$ cat src/rtl/sig_port_tap.sv
// Explicit-port capture tap: samples the AND child's pins {a, b, c} into a small
// first-word-fall-through FIFO drained over a valid/ready handshake.

module sig_port_tap_and2 (
    input  logic port_a,
    input  logic port_b,
    output logic port_c
);
    assign port_c = port_a & port_b;
endmodule

module sig_port_tap #(
    parameter  int DEPTH = 4,
    localparam int CW    = $clog2(DEPTH) + 1
) (
    input  logic          clk,
    input  logic          rst,
    input  logic          port_a,
    input  logic          port_b,
    input  logic          sample_en,
    input  logic          clear_ovf,
    input  logic          tap_ready,
    output logic          port_d,
    output logic          tap_valid,
    output logic [2:0]    tap_data,
    output logic [CW-1:0] count,
    output logic          overflow
);
    localparam int AW = $clog2(DEPTH);

    logic          child_c;
    logic [2:0]    sample_word;
    logic          push;
    logic          pop;
    logic          full;
    logic          drop;

    logic [2:0]    mem_q [DEPTH];
    logic [2:0]    mem_d [DEPTH];
    logic [AW-1:0] wp_q, wp_d;
    logic [AW-1:0] rp_q, rp_d;
    logic [CW-1:0] count_q, count_d;
    logic          overflow_q, overflow_d;

    sig_port_tap_and2 test (
        .port_a (port_a),
        .port_b (port_b),
        .port_c (child_c)
    );

    assign port_d      = child_c;
    assign sample_word = {port_a, port_b, child_c};

    assign tap_valid = (count_q != '0);
    assign tap_data  = mem_q[rp_q];
    assign count     = count_q;
    assign overflow  = overflow_q;

    // A pop frees a slot in the same cycle, so a full FIFO still accepts a push.
    assign pop  = tap_valid & tap_ready;
    assign full = (count_q == CW'(DEPTH));
    assign push = sample_en & (~full | pop);
    assign drop = sample_en & full & ~pop;

    always_comb begin
        // NOTE: every signal gets a default first so no path leaves it unassigned,
        // which would otherwise infer a latch.
        mem_d      = mem_q;
        wp_d       = wp_q;
        rp_d       = rp_q;
        count_d    = count_q;
        overflow_d = overflow_q;

        if (push) begin
            mem_d[wp_q] = sample_word;
            wp_d        = wp_q + AW'(1);
        end
        if (pop) begin
            rp_d = rp_q + AW'(1);
        end

        case ({push, pop})
            2'b10:   count_d = count_q + CW'(1);
            2'b01:   count_d = count_q - CW'(1);
            default: count_d = count_q;
        endcase

        // Set beats clear when both happen in one cycle.
        if (drop) begin
            overflow_d = 1'b1;
        end else if (clear_ovf) begin
            overflow_d = 1'b0;
        end
    end

    always_ff @(posedge clk or negedge rst) begin
        if (!rst) begin
            // NOTE: the storage array is reset too, so tap_data reads a defined
            // 3'b000 straight out of reset instead of X.
            for (int i = 0; i < DEPTH; i++) begin
                mem_q[i] <= '0;
            end
            wp_q       <= '0;
            rp_q       <= '0;
            count_q    <= '0;
            overflow_q <= 1'b0;
        end else begin
            // NOTE: non-blocking assignments so every flop samples the pre-edge
            // values computed above, independent of statement order.
            mem_q      <= mem_d;
            wp_q       <= wp_d;
            rp_q       <= rp_d;
            count_q    <= count_d;
            overflow_q <= overflow_d;
        end
    end
endmodule

$ cat config.mk
export PLATFORM = sky130hd
export DESIGN_NAME = sig_port_tap
export DESIGN_NICKNAME = d
export VERILOG_FILES = /design/src/rtl/sig_port_tap.sv
export SDC_FILE = /design/constraint.sdc
export NUM_CORES = 1
export LEC_CHECK = 0
export CAP_MARGIN = 20
export CELL_PAD_IN_SITES_DETAIL_PLACEMENT = 0
export CELL_PAD_IN_SITES_GLOBAL_PLACEMENT = 1
export CORE_MARGIN = 1.5
export CORE_UTILIZATION = 45
export CTS_BUF_LIST = sky130_fd_sc_hd__clkbuf_8 sky130_fd_sc_hd__clkbuf_16
export CTS_CLUSTER_DIAMETER = 60
export DETAILED_ROUTE_END_ITERATION = 16
export PLACE_DENSITY_LB_ADDON = 0.1
export SKIP_CTS_REPAIR_TIMING = 1
export SLEW_MARGIN = 25
export SYNTH_ARGS = -nofsm -noshare
export SYNTH_HDL_FRONTEND = slang
export SYNTH_SLANG_ARGS = --single-unit
$ cat constraint.sdc
create_clock -name clk -period 5.44 [get_ports clk]
set_clock_uncertainty 0.05 [all_clocks]
set_input_delay 1.632 -clock clk [delete_from_list [all_inputs] [get_ports clk]]
set_output_delay 1.632 -clock clk [all_outputs]
set_load 0.01 [all_outputs]
### Word-level counts from Yosys, hierarchy flattened

Cells that the tools add are included.

| cells by class | value |
|---|---|
| add/sub/neg operators | 4 |
| multiply operators | 0 |
| div/mod/pow operators | 0 |
| $lt $le $gt $ge | 3 |
| eq/ne operators | 3 |
| shift operators | 0 |
| multiplexer cells | 9 |
| bitwise operators | 10 |
| reductions and logical operators | 4 |

Operator list:

| operator | number |
|---|---|
| $bwmux 12 | 1 |
| $mux 3 | 3 |
| $bmux 3 s2 | 1 |
| $demux 3 s2 | 1 |
| $ge 3x3->1 const B | 2 |
| $not 2->3 | 2 |
| $pmux 3 s2 | 1 |
| $and 1x1->1 | 5 |
| $add 2x1->2 const B | 2 |
| $reduce_bool 2->1 | 2 |
| $add 3x1->3 const B | 1 |
| $eq 3x3->1 const B | 1 |
| $lt 3x1->1 const B | 1 |
| $reduce_bool 3->1 | 1 |
| $sub 3x1->3 const B | 1 |
| $eq 2x1->1 const B | 1 |
| $eq 2x2->1 const B | 1 |
| $mux 1 | 2 |
| $not 1->1 | 2 |
| $logic_and 1x1->1 | 1 |
| $or 1x1->1 | 1 |

| word-level totals | value |
|---|---|
| bits in registers | 20 |
| bits in latches | 0 |
| memory bits (writable) | 0 |
| ROM bits | 0 |
| output and inout port bits | 9 |
| logic and storage cells | 41 |
| memories | 0 |

### Longest topological paths before layout

Gate-level depths: netlist (run 1).

| depth | value |
|---|---|
| depth in word-level cells | 6 |
| depth in mapped cells | 8 |

### Hierarchy

From an unflattened synthesis (run 1), not the netlist that was laid out.

| unflattened totals | value |
|---|---|
| cells, all modules | 73 |
| area total of the unflattened synthesis | 985.9 um2 |

By module, submodules not included:

| module | times used | cells each | area each (um2) |
|---|---|---|---|
| sig_port_tap | 1 | 72 | 979.7 |
| sig_port_tap_and2 | 1 | 1 | 6.3 |

### Worst setup path before layout (run 1)

OpenSTA, ideal clock, no wires.

| timing path | value |
|---|---|
| path type | input -> output |
| start | input port_a |
| end | output port_d |
| arrival time | 1.829 ns |
| required time | 3.758 ns |
| setup slack | 1.929 ns |
| cell stages on the path | 1 |
| cells stage by stage | and2_1 |

| on the way | value |
|---|---|
| word-level cells in the longest chain between the ends | 1 |

RTL lines:

| what | RTL line | source |
|---|---|---|
| from (decl) | 18 | `input logic port_a,` |
| $and 1x1->1 | 9 | `assign port_c = port_a & port_b;` |
| to (decl) | 23 | `output logic port_d,` |

Every way passes these cells.

### Worst setup path in the final report (run 1)

| timing path | value |
|---|---|
| start | input port_b |
| end | output port_d |

| on the way | value |
|---|---|
| word-level cells in the longest chain between the ends | 1 |

RTL lines:

| what | RTL line | source |
|---|---|---|
| from (decl) | 19 | `input logic port_b,` |
| $and 1x1->1 | 9 |  |

Every way passes these cells.

==> flow_summary_export.csv, run 1 <==
group,metric,value,unit
yosys,synth_cell_types,18,
final_layout,area_delta_synth_final,23.4,%
floorplanning,start_util,48.8,%
final_layout,post-route-util,60.1,%
detailed_routing,vias_per_cell,4.94,
critical_path,worstSetupPathType,"input port to primary output",
sta,tightestPinTransition,0.436,ns
critical_path,ff2ff_setup_slack,3.11,ns
grt,grt_pass1_wl,2930,um
placed_design,gp_congestion,0.760,
clock_network,clkTransAtPathRegs,0.07,ns
grt,track_usage,15.9,%
final_layout,layout-drive-gt1-share,25.3,%
critical_path,worstSetupEndpointType,"primary output",
worst_hold_path,min_path_type,"flip-flop to flip-flop",
detailed_routing,ant_nets,0,
sta,rsz0062_at_grt,"false",
pwr,swShare,31.4,%
yosys,syn_inst,73,
detailed_routing,drc,0,
grt,grt_max_degree,21,
detailed_routing,wl_per_cell,13.1,um
yosys,yosysWarnings,0,
grt,antenna_found_initial,0,
floorplanning,core-area,0.00202,mm2
run,cap_violations,0,
critical_path,r2r-start,"count[0]",
final_layout,stdcell_area,0.00122,mm2
critical_path,worstPathCellList,"clkdlybuf4s50_1 -> and2_1 -> clkdlybuf4s50_1",
clock_network,clock-sinks,20,
yosys,synth-main-ff-cell,"dfrtp_1",
sta,min_period,4.65,ns
yosys,syn_area_per_cell,13.5,um2
final_layout,n_antenna_cell,0,
worst_hold_path,holdPathStages,1,
pwr,peakVddDrop,0.000270,V
critical_path,reg2reg_to,"count[2]",
pwr,p_int,0.000488,W
sta,setup_violations,0,
yosys,syn-cell-area,986,um2
clock_network,cts_root_buffer,"clkbuf_8",
critical_path,cp.required,3.76,ns
detailed_routing,drt_wl_total,1550,um
clock_network,cts_buffer_depth,2,
critical_path,slowest_stage,"clkdlybuf4s50_1",
clock_network,cts_buffers,3,
pwr,p_switching,0.000223,W
floorplanning,io-pin-count,16,
yosys,yosys.area.top_type,"dfrtp_1",
grt,grt_overflow,0,
pwr,seq_power_share,40.9,%
sta,fmax,215,MHz
floorplanning,row_count,16,
pwr,power_density,584,mW/mm2
worst_hold_path,worstHoldStart,"mem_q[1]",
critical_path,path_common_cell,"clkdlybuf4s50_1",
floorplanning,die_height,49.8,um
pwr,p_leak,0.539,nW
yosys,yosysMostFrequentCell,"dfrtp_1",
placed_design,placed_cell_area,0.00117,mm2
critical_path,cp-start-kind,"input port",
sta,min_period_over_period,85.5,%
floorplanning,die_x,49.8,um
pwr,finalPower,0.000711,W
grt,grt_pass1_vias,609,
yosys,ys_top_cells_by_area,"dfrtp_1 51%, mux2_2 15%, mux4_2 6.9%",
critical_path,crit_fanout,5,
critical_path,arrival,2.97,ns
critical_path,slowest_delay,0.56,ns
yosys,yosysSeqAreaShare,50.8,%
status,outcome,"finished clean",
detailed_routing,first_pass_iters,2,
sta,final-hold-violation-count,0,
yosys,synth_top_area_share,50.8,%
pwr,p_comb_share,43.7,%
yosys,synthTopCellsByCount,"20 x dfrtp_1, 13 x mux2_2, 6 x inv_1, 6 x nand2_1",
final_layout,layout.nets,105,
clock_network,htreeDepth,1,
yosys,synth_edf_count,0,
floorplanning,die_area,0.00248,mm2
sta,slew_headroom,71.0,%
sta,fin_tns_setup,0,ns
clock_network,clk_latency,0.25,ns
placed_design,dp_hpwl,1160,um
yosys,async_reset_ff_share,100,%
clock_network,cts_tree,"done",
yosys,synth_seq_cells,20,
detailed_routing,num_vias,583,
worst_hold_path,worstHoldEndpoint,"mem_q[1]",
yosys,syn_nets,86,
detailed_routing,drt-initial-drc-count,10,
sta,slew_viol_final,0,
sta,hold_ws,0.455,ns
critical_path,worst-r2r-cell-count,8,
pwr,clkPwrFrac,15.4,%
placed_design,port_buffers,15,
[area by class of cell]
cell class | instances | area [um2]
clock buffer | 4 | 55.1
fill | 165 | 806
inverter | 6 | 22.5
multi-input combinational | 46 | 459
sequential | 20 | 500
tap | 27 | 33.8
timing repair buffer | 15 | 145
[flip-flops by register name, summed over array words and instances, names as in the netlist]
signal / count
count: 3
mem_q: 12
overflow: 1
rp_q: 2
wp_q: 2
[cell usage in the layout (no fill, tap or decap), drive strengths merged, types with 3 or more instances in the layout]
cell / n
xor2: 3
xnor2: 3
ha: 5
dfrtp: 20
mux2: 13
clkbuf: 4
nand2: 6
nor2: 5
clkdlybuf4s50: 14
inv: 6
mux4: 3
[per-stage QoR]
stage          worst slack [ns]  std cells
3_3_place_gp              0.807        114
6_report                  0.788        118
3_5_place_dp              0.800        114
4_1_cts                   0.779        118
5_1_grt                   0.746        118
2_1_floorplan              1.93         73
[cells by family (layout without fill, tap and decap cells)]
group / Yosys count / in the layout / synth area share, %
xor gates and xnor gates: 6 / 6 / 5.33
adders and majority gates: 6 / 6 / 8.38
AOI/OAI and AO/OA: 2 / 2 / 1.40
and+or+nand+nor: 15 / 15 / 8.76
muxes: 17 / 17 / 22.7
buffers and inverters: 7 / 25 / 2.66
DFF: 20 / 20 / 50.8
[power by group through the flow]
| stage | registers (W) | logic, W | clock network [W] |
|---|---|---|---|
| after floorplan | 0.000277 | 0.000211 | 0 |
| after global placement | 0.000294 | 0.000311 | 0 |
| after detailed placement | 0.000295 | 0.000313 | 0 |
| after CTS | 0.000292 | 0.000315 | 0.000114 |
| after global routing | 0.000306 | 0.000345 | 0.000120 |
| final | 0.000291 | 0.000310 | 0.000110 |
[per-layer routing]
layer / up-vias / part of all wire [%] / track usage [%]
met5: - / 0 / 0
li1: 282 / - / -
met3: 2 / 2.7 / 3.64
met2: 7 / 45 / 23.3
met1: 292 / 52 / 23.0
met4: 0 / 0.71 / 5.56
[critical path, delay by kind of cell]
family	cells	cell delay, ns
AND/OR/NAND/NOR	1	0.23
buffers and inverters	2	1.10
[worst max-delay path by stage]
stage | slack, ns | depth (start not counted) | end | startpoint
3_3_place_gp | 0.81 | 3 | port_d | port_b
2_1_floorplan | 1.93 | 1 | port_d | port_a
5_1_grt | 0.75 | 3 | port_d | port_b
4_1_cts | 0.78 | 3 | port_d | port_b
3_5_place_dp | 0.80 | 3 | port_d | port_b
6_report | 0.79 | 3 | port_d | port_b
Note: power is estimated with default switching activity, not from simulation.
==> run 2, diff against run 1 <==
Settings changed: SKIP_CTS_REPAIR_TIMING 1 to not set.
==> results of run 2 <==
Same layout as run 1: the final DEF is identical, and so are final timing and power.
==> run 3, diff against run 2 <==
Settings changed: ABC_CLOCK_PERIOD_IN_PS set to 5440.
==> results of run 3 <==
Same layout as run 1: the final DEF is identical, and so are final timing and power.
